`config.mk`:
```
export PLATFORM = sky130hd
export DESIGN_NAME = ram_2port_sync
export DESIGN_NICKNAME = d
export VERILOG_FILES = /design/src/rtl/ram_2port_sync.sv
export SDC_FILE = /design/constraint.sdc
export NUM_CORES = 1
export LEC_CHECK = 0
export CORE_MARGIN = 2
export CORE_UTILIZATION = 61
export CTS_CLUSTER_SIZE = 25
export DETAILED_ROUTE_END_ITERATION = 10
export PLACE_DENSITY = 0.9
export SYNTH_ARGS = -nofsm -noshare
export SYNTH_HDL_FRONTEND = slang
export SYNTH_SLANG_ARGS = --single-unit
```
`constraint.sdc`:
```
create_clock -name clk -period 3 [get_ports clk]
set_input_delay 0.3 -clock clk [delete_from_list [all_inputs] [get_ports clk]]
set_output_delay 0.3 -clock clk [all_outputs]
set_load 0.01 [all_outputs]
```
`src/rtl/ram_2port_sync.sv`:
```
// Simple dual-port RAM: one byte-enabled write port, one read port, optional zero-fill after reset.
// Read latency rd_latency (1 or 2) cycles from accepted re to r_valid; one read and one write per cycle.
// No backpressure on the ports; requests during zero-fill (init_busy) are dropped, not stalled.
module ram_2port_sync #(
  parameter int addr_width    = 3,
  parameter int data_width    = 8,
  parameter int rd_latency    = 1,
  parameter int rdw_mode      = 0,
  parameter int init_on_reset = 1
) (
  input  logic                    clk,
  input  logic                    rst,
  input  logic                    we,
  input  logic [addr_width-1:0]   w_addr,
  input  logic [data_width-1:0]   w_data,
  input  logic [data_width/8-1:0] w_be,
  input  logic                    re,
  input  logic [addr_width-1:0]   r_addr,
  output logic [data_width-1:0]   r_data,
  output logic                    r_valid,
  output logic                    init_busy
);

  localparam int depth = 2 ** addr_width;
  localparam int bytes = data_width / 8;

  localparam logic [0:0] IDLE = 1'b0;
  localparam logic [0:0] INIT = 1'b1;

  localparam logic [addr_width-1:0] last_addr = {addr_width{1'b1}};

  // Illegal configurations stop elaboration.
  if (data_width % 8 != 0) begin : g_bad_width
    $error("ram_2port_sync: data_width must be a multiple of 8");
  end
  if (rd_latency != 1 && rd_latency != 2) begin : g_bad_latency
    $error("ram_2port_sync: rd_latency must be 1 or 2");
  end

  logic [data_width-1:0] mem [depth];
  logic [0:0]            state;
  logic [addr_width-1:0] fill_cnt;
  logic                  wr_acc;
  logic                  rd_acc;
  logic [data_width-1:0] rd_word;

  // Zero-fill sequencer: parked in INIT during reset, walks every address once after release.
  always_ff @(posedge clk) begin
    if (rst) begin
      state    <= (init_on_reset != 0) ? INIT : IDLE;
      fill_cnt <= '0;
    end else if (state == INIT) begin
      fill_cnt <= fill_cnt + 1'b1;
      if (fill_cnt == last_addr) begin
        state <= IDLE;
      end
    end
  end

  assign init_busy = (state == INIT);

  // Port requests only count once reset and the fill are both out of the way.
  assign wr_acc = we && !init_busy && !rst;
  assign rd_acc = re && !init_busy && !rst;

  // Read word: array contents, or write-first merge when the write hits the same address.
  always_comb begin
    rd_word = mem[r_addr];
    if (rdw_mode != 0 && wr_acc && (w_addr == r_addr)) begin
      for (int i = 0; i < bytes; i++) begin
        if (w_be[i]) begin
          rd_word[8*i +: 8] = w_data[8*i +: 8];
        end
      end
    end
  end

  // Array update: fill writes zero, otherwise byte-masked port write.
  always_ff @(posedge clk) begin
    if (!rst && init_busy) begin
      mem[fill_cnt] <= '0;
    end else if (wr_acc) begin
      for (int i = 0; i < bytes; i++) begin
        if (w_be[i]) begin
          mem[w_addr][8*i +: 8] <= w_data[8*i +: 8];
        end
      end
    end
  end

  if (rd_latency == 2) begin : g_lat2
    logic [data_width-1:0] s1_data;
    logic                  s1_vld;

    // Two-stage read path; r_data only moves when a valid word arrives.
    always_ff @(posedge clk) begin
      if (rst) begin
        s1_data <= '0;
        s1_vld  <= 1'b0;
        r_data  <= '0;
        r_valid <= 1'b0;
      end else begin
        s1_vld <= rd_acc;
        if (rd_acc) begin
          s1_data <= rd_word;
        end
        r_valid <= s1_vld;
        if (s1_vld) begin
          r_data <= s1_data;
        end
      end
    end
  end else begin : g_lat1
    // Single-stage read path; r_data holds between accepted reads.
    always_ff @(posedge clk) begin
      if (rst) begin
        r_data  <= '0;
        r_valid <= 1'b0;
      end else begin
        r_valid <= rd_acc;
        if (rd_acc) begin
          r_data <= rd_word;
        end
      end
    end
  end

endmodule

```
[After elaboration in Yosys (flattened, before gate mapping)]
Memory sizes are Yosys's and may differ from the RTL's. A register that Yosys moved wholly into a read port is not among the register bits.
Cells that the tools add are included.
Storage, ports and cells
  bits in registers: 5
  memory bits (writable): 64
  memories kept: 1
Memories
  mem: words 8, bits a word 8, read ports 1, clocked after memory_dff 1, write ports 1, line 40  | logic [data_width-1:0] mem [depth];
Operators by class
  $add $sub $neg: 1
  equal/unequal tests: 1
  multiplexer cells: 11
  reduce and logical (&&, ||, !) cells: 8
Operators by type and width (count)
  $mux W1: 9
  $mux W8: 1
  $reduce_or A8 Y1: 1
  $logic_and A1 B1 Y1: 5
  $add A3 B1 Y3 const B: 1
  $eq A3 B3 Y1 const B: 1
  $mux W3: 1
  $logic_not A1 Y1: 2

[Logic depth before layout (Yosys ltp)]
  word-level depth: 8
  gate-level depth with buffers: 6
  gate-level depth less buffers: 4

[Worst setup path after synthesis]
OpenSTA, ideal clock, no wires.
  path kind: reg-to-reg
  start: register state (netlist: init_busy)
  end: memory mem[1][0] (enable)
  setup time: 370 ps
  arrival time: 1439 ps
  slack: 1190 ps
  cell stages (with the launch flop): 6
  buffers on the path: 2
  cell sequence: dfxtp_1 > buf_6 > and4bb_1 > buf_2 > mux2i_1 > nor2_1
On the way
  longest elaborated chain between the ends: 8
RTL lines
  start: declaration: line 41  | logic [0:0] state;
  start signal: assignment: line 50  | state <= (init_on_reset != 0) ? INIT : IDLE;
  $logic_not A1 Y1: line 63  | assign wr_acc = we && !init_busy && !rst;
  $logic_and A1 B1 Y1 (2 in a row): line 63
  $mux W1: line 82  | end else if (wr_acc) begin
  $mux W1: line 80  | if (!rst && init_busy) begin
  $mux W1 (not written as such): line 85  | mem[w_addr][8*i +: 8] <= w_data[8*i +: 8];
  $reduce_or A8 Y1 (no line)
  $mux W3 (no line) or $mux W1 (tied branches)
  end: declaration: line 40
Parallel ways exist; a longest one is shown, timed or not.

[Worst setup path in the final report]
  start: register state (netlist: init_busy)
  end: memory mem[7][1] (enable)
Same word-level chain as after synthesis.

==> run summary <==
Pwr dens -> 536.3 nW/µm²
Hold Buf Count CTS -> 0
Post-DR wirelength/cell -> 18.98 µm
DRC Markers -> 0
Maxcap violations -> 0
Slowest CP cell -> and4bb_1
Setup TNS -> 0 ps
EDFF count, synth -> 64
Width of the die -> 76.78 µm
Number of antenna violations at the first check in global routing -> 0
Vias in the first global route -> 1,783
Clk slew on worst S/H paths -> 70 ps
Gr usage total -> 21.49%
Pin count of the biggest net entering global routing -> 33
Static leakage -> 1.179 nW
Post-synth net total -> 226
I/O Pins -> 29
Maximum vdd drop -> 0.0003782 V
Crit. End Element -> flip-flop
Clock power frac -> 33.2%
Die Area -> 5894 µm²
Synth unique cells -> 30
Worst setup path class -> flip-flop to flip-flop
CTS tree -> done
Drt pass-1 iters -> 4
Worst hold path type -> flip-flop to flip-flop
Starting density of the core -> 63.25%
Nets@finish -> 255
Syn_area_per_cell -> 15.76 µm²
Tmin final -> 2260 ps
Post-CTS sizing -> 0
Max Slew Vio Count -> 0
Top-area cell type share of the netlist area -> 59.49%
Clk Latency, worst-skew pair -> 340 ps
F_max -> 442.6 MHz
DRT iter0 DRCs -> 158
Ys flop type -> edfxtp_1
Synthesized area -> 3231 µm²
Post-DP HPWL -> 3987 µm
CP required -> 2970 ps
Global route overflow -> 0
Worst-margin pin slew -> 817.5 ps
Seq pwr share -> 60.1%
Clk buf depth -> 2
H-tree depth -> 3
# diodes -> 0
Crit share post-route -> 75.32%
Post-Place Cells -> 293
Root Driver -> clkbuf_8
Yosys synthesis warning count -> 0
CP Max Fanout -> 12
Final core utilization -> 72.39%
Core area -> 5107 µm²
Number of buffers created by CTS -> 9
Switching Share -> 22.43%
Post-synth ARST share -> 0%
FP Rows -> 26
Die Span Y -> 76.78 µm
RSZ-0062 raised after global routing -> no
Total number of vias -> 1,788
Setup Fix Bufs, Post-CTS -> 0
First-pass GRT wire length -> 9301 µm
Post-Synthesis Cells -> 205
IO buf count -> 28
Area delta synth->final -> 14.45%
Final Non-Filler Cells -> 308
Flops & latches, synth -> 77
Sw power -> 0.0004447 W
Slew margin rel. -> 45.50%
WP data arrival -> 2230 ps
CP max stage delay -> 620 ps
Fraction of layout cells with a size suffix above 1 -> 24.79%
Logic pwr share -> 6.8%
Final Hold Fails -> 0
Synth top area cells -> edfxtp_1 59%, mux2_2 11%, dfxtp_1 8.1%
Internal power -> 0.001538 W
Critical Path, Cell by Cell -> and4bb_1 -> mux2i_1 -> nor2b_1
Worst setup SP type -> flip-flop
Clock Sinks -> 77
Yosys top cell by area -> edfxtp_1
DRT antenna net count -> 0
Final setup fails -> 0
Final WL -> 5847 µm
Clock skew -> 8.201 ps
Outcome -> finished clean
PnR Total Power -> 0.001983 W
Vias/cell -> 5.805
Seq/Total Area, Yosys -> 67.54%
Gpl congestion -> 0.8164
-- synthesized netlist by cell type (all sizes together), types with 3 or more instances --
| master | number |
|---|---|
| mux2i | 6 |
| buf | 10 |
| nand2 | 4 |
| nor2 | 11 |
| o31ai | 8 |
| dfxtp | 13 |
| and2 | 8 |
| edfxtp | 64 |
| nand2b | 3 |
| nor2b | 7 |
| nand3b | 8 |
| mux2 | 32 |
| o22ai | 16 |
-- logic make-up (layout without fill, tap and decap cells) --
group | count (synthesis) | count (layout) | share of synthesized area [%]
flip-flops | 77 | 77 | 67.54
AND/OR/NAND/NOR | 46 | 46 | 8.753
AO/OA/AOI/OAI | 27 | 27 | 6.894
XOR/XNOR | 1 | 1 | 0.2712
multiplexers | 38 | 38 | 13.01
buffers and inverters | 14 | 47 | 2.749
adder cells (fa/ha/maj) | 2 | 2 | 0.7745
-- worst max-delay path, delay by kind of cell, from the launching register on --
| family | cells | cell delay (ps) |
|---|---|---|
| flops | 1 | 420 |
| simple gates | 2 | 1220 |
| mux | 1 | 260 |
-- layout by cell type (no fill, tap or decap), drive strengths merged --
cell,instances
ha,2
nand4b,1
inv,2
clkdlybuf4s50,28
a21o,2
buf,2
mux2,32
and4bb,2
o22ai,16
clkinv,3
nand2,4
nand2b,3
clkbuf,9
or2,2
and2,8
nand3b,8
clkinvlp,3
edfxtp,64
o31ai,8
xnor2,1
mux2i,6
dfxtp,13
nor2,11
nor2b,7
o21bai,1
-- state kept, by name, summed over array words and instances, names as in the netlist --
register / cells
mem: 64
r_valid: 1
init_busy: 1
r_data: 8
fill_cnt: 3
-- area by class of cell --
| cell class | count | area (µm²) |
|---|---|---|
| clock inverters | 6 | 41.29 |
| fillers | 333 | 1410 |
| repair buffers | 30 | 295.3 |
| flip-flops and latches | 77 | 2182 |
| clock buffers | 9 | 123.9 |
| well taps | 70 | 87.58 |
| multi-input cells | 114 | 959.7 |
| inverters | 2 | 7.507 |
-- metal layers --
layer | routed length [µm] | part of all wire (%) | up-vias | global-route usage [%]
met5 | 0 | 0 | - | 0
met4 | 170 | 2.9 | 0 | 11.09
met3 | 388 | 6.6 | 17 | 6.235
met2 | 2852 | 49 | 74 | 34.30
met1 | 2435 | 42 | 858 | 26.76
li1 | - | - | 839 | -
-- metrics by stage --
step | area, µm² | hold slack, ps | worst slack, ps
4_1_cts | 3697 | 502.8 | 719.6
6_report | 3697 | 503.8 | 740.4
2_1_floorplan | 3231 | 504.0 | 1190
3_5_place_dp | 3532 | 485.9 | 438.3
3_3_place_gp | 3532 | 489.6 | 504.2
5_1_grt | 3697 | 518.1 | 542.4
-- worst paths after layout --
path	cells past startpoint	start	to	slack [ps]
setup / recovery	3	init_busy	mem[7][1]	740
hold / removal	2	r_data[7]	r_data[7]	500
setup reg to reg	3	init_busy	mem[7][1]	740
hold reg to reg	2	r_data[7]	r_data[7]	500
-- power groups by stage --
| stage | Sequential, W | Combinational [W] | Clock, W |
|---|---|---|---|
| after floorplan | 0.00121 | 0.0000864 | 0 |
| after global placement | 0.00121 | 0.000129 | 0 |
| after detailed placement | 0.00122 | 0.000133 | 0 |
| after CTS | 0.00119 | 0.000135 | 0.000668 |
| after global routing | 0.00119 | 0.000145 | 0.000708 |
| final | 0.00119 | 0.000134 | 0.000658 |
(Power assumes the default switching activity.)
